[config.mk]
export PLATFORM = sky130hd
export DESIGN_NAME = uart_tx_fifo
export DESIGN_NICKNAME = d
export VERILOG_FILES = /design/src/rtl/uart_pkg.sv /design/src/rtl/uart_byte_fifo.sv /design/src/rtl/uart_tx_fifo.sv
export SDC_FILE = /design/constraint.sdc
export NUM_CORES = 1
export LEC_CHECK = 0
export CAP_MARGIN = 20
export CORE_MARGIN = 2
export CORE_UTILIZATION = 51
export CTS_BUF_LIST = sky130_fd_sc_hd__clkbuf_8
export DETAILED_ROUTE_END_ITERATION = 10
export PLACE_DENSITY = 0.77
export SYNTH_ARGS = -nofsm -noshare
export SYNTH_HDL_FRONTEND = slang
export SYNTH_SLANG_ARGS = --single-unit
[constraint.sdc]
create_clock -name clock_i -period 3.1 [get_ports clock_i]
set_clock_uncertainty 0.05 [all_clocks]
set_input_delay 0.775 -clock clock_i [delete_from_list [all_inputs] [get_ports clock_i]]
set_output_delay 0.775 -clock clock_i [all_outputs]
set_load 0.1 [all_outputs]
[src/rtl/uart_pkg.sv]
// Shared definitions for the UART transmit FIFO: byte width and drain FSM states.
package uart_pkg;

  localparam int unsigned UART_BYTE_W = 8;

  typedef enum logic [1:0] {
    StIdle       = 2'd0,
    StStrobe     = 2'd1,
    StWaitAccept = 2'd2,
    StWaitDone   = 2'd3
  } drain_state_e;

endpackage

[src/rtl/uart_byte_fifo.sv]
// Circular byte FIFO with count, full/empty flags and a sticky overflow flag.
// Optional synchronous clear via flush_i when UART_TX_FIFO_FLUSH_EN is defined.
module uart_byte_fifo
  import uart_pkg::*;
#(
  parameter int unsigned DEPTH = 16,
  localparam int unsigned ADDR_W = $clog2(DEPTH)
) (
  input  logic                   clock_i,
  input  logic                   reset_ni,
`ifdef UART_TX_FIFO_FLUSH_EN
  input  logic                   flush_i,
`endif
  input  logic                   push_i,
  input  logic [UART_BYTE_W-1:0] push_data_i,
  input  logic                   pop_i,
  output logic [UART_BYTE_W-1:0] rd_data_o,
  output logic                   full_o,
  output logic                   empty_o,
  output logic [ADDR_W:0]        level_o,
  output logic                   overflow_o
);

  localparam logic [ADDR_W:0] FullCnt = (ADDR_W + 1)'(DEPTH);

  logic [UART_BYTE_W-1:0] mem_q [DEPTH];
  logic [ADDR_W-1:0]      wr_ptr_q, rd_ptr_q;
  logic [ADDR_W:0]        count_q, count_d;
  logic                   overflow_q;
  logic                   flush, push_ok, pop_ok;

`ifdef UART_TX_FIFO_FLUSH_EN
  assign flush = flush_i;
`else
  assign flush = 1'b0;
`endif

  assign full_o     = (count_q == FullCnt);
  assign empty_o    = (count_q == '0);
  assign level_o    = count_q;
  assign overflow_o = overflow_q;
  assign rd_data_o  = mem_q[rd_ptr_q];

  // Fullness is judged on the current count, so a simultaneous pop never frees a slot.
  assign push_ok = push_i & ~full_o & ~flush;
  assign pop_ok  = pop_i & ~empty_o & ~flush;

  always_comb begin
    count_d = count_q;
    unique case ({push_ok, pop_ok})
      2'b10:   count_d = count_q + (ADDR_W + 1)'(1);
      2'b01:   count_d = count_q - (ADDR_W + 1)'(1);
      default: count_d = count_q;
    endcase
  end

  always_ff @(posedge clock_i or negedge reset_ni) begin
    if (!reset_ni) begin
      wr_ptr_q   <= '0;
      rd_ptr_q   <= '0;
      count_q    <= '0;
      overflow_q <= 1'b0;
    end else if (flush) begin
      wr_ptr_q   <= '0;
      rd_ptr_q   <= '0;
      count_q    <= '0;
      overflow_q <= 1'b0;
    end else begin
      if (push_ok) wr_ptr_q <= wr_ptr_q + ADDR_W'(1);
      if (pop_ok)  rd_ptr_q <= rd_ptr_q + ADDR_W'(1);
      count_q <= count_d;
      if (push_i && full_o) overflow_q <= 1'b1;
    end
  end

  always_ff @(posedge clock_i) begin
    if (push_ok) mem_q[wr_ptr_q] <= push_data_i;
  end

endmodule

[src/rtl/uart_tx_fifo.sv]
// UART transmit buffer: byte FIFO drained through a write/busy handshake FSM.
// Define UART_TX_FIFO_FLUSH_EN to add the flush_i port.
module uart_tx_fifo
  import uart_pkg::*;
#(
  parameter int unsigned DEPTH = 16,
  localparam int unsigned ADDR_W = $clog2(DEPTH)
) (
  input  logic                   clock_i,
  input  logic                   reset_ni,
`ifdef UART_TX_FIFO_FLUSH_EN
  input  logic                   flush_i,
`endif
  input  logic                   push_i,
  input  logic [UART_BYTE_W-1:0] push_data_i,
  output logic                   full_o,
  output logic                   empty_o,
  output logic [ADDR_W:0]        level_o,
  output logic                   overflow_o,
  output logic                   idle_o,
  output logic                   uart_write_o,
  output logic [UART_BYTE_W-1:0] uart_data_o,
  input  logic                   uart_busy_i
);

  drain_state_e           state_q, state_d;
  logic                   pop, flush;
  logic                   write_q;
  logic [UART_BYTE_W-1:0] data_q, rd_data;

`ifdef UART_TX_FIFO_FLUSH_EN
  assign flush = flush_i;
`else
  assign flush = 1'b0;
`endif

  uart_byte_fifo #(
    .DEPTH (DEPTH)
  ) u_fifo (
    .clock_i     (clock_i),
    .reset_ni    (reset_ni),
`ifdef UART_TX_FIFO_FLUSH_EN
    .flush_i     (flush_i),
`endif
    .push_i      (push_i),
    .push_data_i (push_data_i),
    .pop_i       (pop),
    .rd_data_o   (rd_data),
    .full_o      (full_o),
    .empty_o     (empty_o),
    .level_o     (level_o),
    .overflow_o  (overflow_o)
  );

  always_comb begin
    state_d = state_q;
    pop     = 1'b0;
    unique case (state_q)
      StIdle: begin
        // A flush wins over a pop; the FIFO is being cleared this cycle.
        if (!empty_o && !uart_busy_i && !flush) begin
          pop     = 1'b1;
          state_d = StStrobe;
        end
      end
      StStrobe:     state_d = StWaitAccept;
      StWaitAccept: if (uart_busy_i) state_d = StWaitDone;
      StWaitDone:   if (!uart_busy_i) state_d = StIdle;
      default:      state_d = StIdle;
    endcase
  end

  always_ff @(posedge clock_i or negedge reset_ni) begin
    if (!reset_ni) begin
      state_q <= StIdle;
      write_q <= 1'b0;
      data_q  <= '0;
    end else begin
      state_q <= state_d;
      write_q <= (state_d == StStrobe);
      if (pop) data_q <= rd_data;
    end
  end

  assign uart_write_o = write_q;
  assign uart_data_o  = data_q;
  assign idle_o       = empty_o & (state_q == StIdle);

endmodule

==> results of run 1 <==
synthesized netlist by cell type (4+ instances only):
master and n:
ha_1 9, edfxtp_1 128, mux2_2 8, mux4_1 15, nor2_1 15, nand2_1 32
dfrtp_1 25, inv_1 10, buf_6 6, buf_4 4, clkbuf_1 4, o21ai_1 13
o21ai_0 7, mux4_2 17, xnor2_1 8, mux2i_1 9, nor3_1 4
logic make-up (layout without fill, tap and decap cells):
| family | Yosys count | count (layout) | synth area share |
|---|---|---|---|
| adders and majority gates | 10 | 10 | 0.0213 |
| and+or+nand+nor | 63 | 63 | 0.0446 |
| muxes | 49 | 49 | 0.154 |
| buffers and inverters | 28 | 99 | 0.0295 |
| xor gates and xnor gates | 10 | 10 | 0.0141 |
| DFF | 153 | 153 | 0.717 |
| AOI/OAI and AO/OA | 24 | 24 | 0.0201 |
sequential cells by signal, summed over array words and instances (netlist names):
name               cells
u_fifo.mem_q         128
uart_data_o            8
u_fifo.level_o         5
u_fifo.rd_ptr_q        4
u_fifo.wr_ptr_q        4
state_q                2
u_fifo.overflow_o      1
uart_write_o           1
report_power, final:
group | internal [mW] | switching, mW | total, mW | leakage (nW)
Sequential | 2.58 | 0.265 | 2.84 | 1.45
Clock | 0.731 | 0.767 | 1.50 | 0.200
Combinational | 0.976 | 1.57 | 2.54 | 0.934
cells in the final DEF (no fill, tap or decap), types with 9 or more instances in the layout:
cell and count:
nor2_1 15, mux4_2 17, nand2_1 32, mux4_1 15, mux2i_1 9, edfxtp_1 128, dfrtp_1 19, o21ai_1 14
clkbuf_8 17, buf_4 44, clkdlybuf4s50_1 11, inv_1 9
critical path: cells and delay by family (launching register included):
family / cells / cell delay, ns
flip-flops: 1 / 0.47
AND/OR/NAND/NOR: 6 / 1.32
buffers and inverters: 2 / 0.13
adder cells (fa/ha/maj): 2 / 0.49
AO/OA/AOI/OAI: 1 / 0.10
XOR/XNOR: 1 / 0.13
per-stage QoR:
stage               std cells  hold slack (ns)  setup TNS [ns]  power [mW]  instance area (sq um)
floorplan                 337            0.429          -0.151        4.87                   6310
global route              555            0.444               0        7.23                   7230
detailed placement        523            0.411          -0.151        5.45                   6830
global placement          523            0.391          -0.103        5.38                   6830
finish                    555            0.420               0        6.88                   7230
CTS                       555            0.429               0        6.95                   7230
final timing paths:
path                       depth (start not counted)  slack [ns]           endpoint
setup / recovery                                  12        0.28  u_fifo.level_o[4]
hold / removal                                     1        0.42  u_fifo.overflow_o
hold reg to reg                                    1        0.42  u_fifo.overflow_o
min in group asynchronous                          2        0.64  u_fifo.level_o[0]
setup reg to reg                                  12        0.28  u_fifo.level_o[4]
max in group asynchronous                          2        2.08  u_fifo.level_o[4]
metal layers:
metal / vias to the layer above / wire, um
met5: - / 0
met4: 0 / 221
met3: 14 / 586
met2: 97 / 5660
met1: 1558 / 4400
li1: 1423 / -
area by class of cell:
type,count,share of cell area
flip-flops and latches,153,0.621
multi-input cells,156,0.226
repair buffers,57,0.0665
clock buffers,17,0.0324
well taps,147,0.0254
clock inverters,15,0.0230
inverters,10,0.00554
==> results.md, run 1 <==
- Global Route met1 Usage: 0.234
- Met3 Use GR: 0.0529
- TritonCTS buffer count: 17
- Layout cells sized above 1: 0.287
- Std-Cell Rows: 40
- # port buffers: 29
- Syn Area/Cell: 18.5 sq um
- Largest net degree at the start of global routing: 28
- Worst-case clock buffer depth: 2
- Detail Placement HPWL: 6.82 mm
- Worst setup margin: 0.279 ns
- FILL cells: 859
- DRT Pass-1 Iters: 4
- Post-synth cell types: 32
- Post-synth net total: 359
- Crit Path Max Fanout: 4
- Final Core Density: 0.604
- Primary FF master, synth: edfxtp_1
- WP data required: 3.39 ns
- Root buf cell: clkbuf_8
- Grt peak-use layer: met2
- # hold bufs at CTS: 0
- Async set or reset register ratio after synthesis: 0.163
- Top cells by area, synth: edfxtp_1 (62%), dfrtp_1 (10%), mux4_1 (6.3%)
- CORE AREA: 12000 sq um
- Endpoint class of the critical path: flop
- RSZ-0062 raised after global routing: no
- Io pins: 30
- ANT nets after route: 0
- Status: complete, no violations
- Die height: 115 um
- Number of synthesized flops with an enable pin: 128
- Remaining Overflow, GRT: 0
- DR vias: 3092
- Slew margin rel.: 0.596
- Final period utilization: 0.910
- CTS Sinks: 153
- Initial DRC count: 273
- DRC: 0
- Cts repair resizes: 0
- Vias in the first global route: 3123
- Register area: 4490 sq um
- First-pass GRT wire length: 17.0 mm
- Area Growth Syn to Fin: 16.0%
- Reg2reg start: u_fifo.level_o[2]
- CTS tree: done
- CP max stage cell: or4_4
- Place WS: -0.151 ns
- Global Route Usage Sum: 0.183
- PwrDens: 952 nW/um^2
- Die extent in x: 115 um
- Clock Pin Slew Worst Setup and Hold Paths: 0.09 ns
- Post-synthesis register bit count: 153
- Routability congestion estimate: 0.788
- Postcts setup bufs: 0
- Multi-input logic area: 1630 sq um
- YS warnings: 0
- DRT Wirelength: 10.9 mm
- Yosys top cell area share: 0.617
- Maxcap violations: 0
- Htree depth: 4
- Final hold vios: 0
- Die area: 13100 sq um
- CP Launch Point: u_fifo.level_o[2]
- Worst hold path class: reg2reg
- Pins over their slew limit: 0
- Final setup vio count: 0
- CP Data Arrival Time: 3.11 ns
- Tightest Pin Transition: 0.606 ns
- HP Start: u_fifo.overflow_o
- Leak: 2.59 nW
- Critical path launch point type: flop
- Mapped Cells: 337
- CP peak stage delay: 0.55 ns
- Final net count: 417
- Cell accounting for the most synthesized area: edfxtp_1
- Fmax: 354 MHz
- Latest clock arrival within the worst-skew pair: 0.44 ns
- Starting Density: 0.521
- Wire length per cell: 19.6 um
- Sequential-to-total area share from yosys stat: 0.717
- Setup CP Type: reg2reg
- Initial antenna violation count: 0
- Post-Syn Area: 6230 sq um
- Met2 usage: 0.303
- Critical Path, Cell by Cell: nor4_4, nor2b_4, or4_4, inv_4, ha_4, inv_2, fa_2, nor2b_1, o21ai_1, nand3_1, or3b_4, xnor2_1
- Peak supply drop: 0.503 mV
- N_diodes: 0
- Min Tclk post-route: 2.82 ns
- Vias per cell: 5.57
Power figures use the tool's default switching activity.
==> run 2: changes to the inputs <==
--- a/config.mk
+++ b/config.mk
@@ -11,6 +11,7 @@
 export CTS_BUF_LIST = sky130_fd_sc_hd__clkbuf_8
 export DETAILED_ROUTE_END_ITERATION = 10
 export PLACE_DENSITY = 0.77
+export SLEW_MARGIN = 40
 export SYNTH_ARGS = -nofsm -noshare
 export SYNTH_HDL_FRONTEND = slang
 export SYNTH_SLANG_ARGS = --single-unit
==> results of run 2 <==
The final DEF is identical to that of run 1; final timing and power are the same.
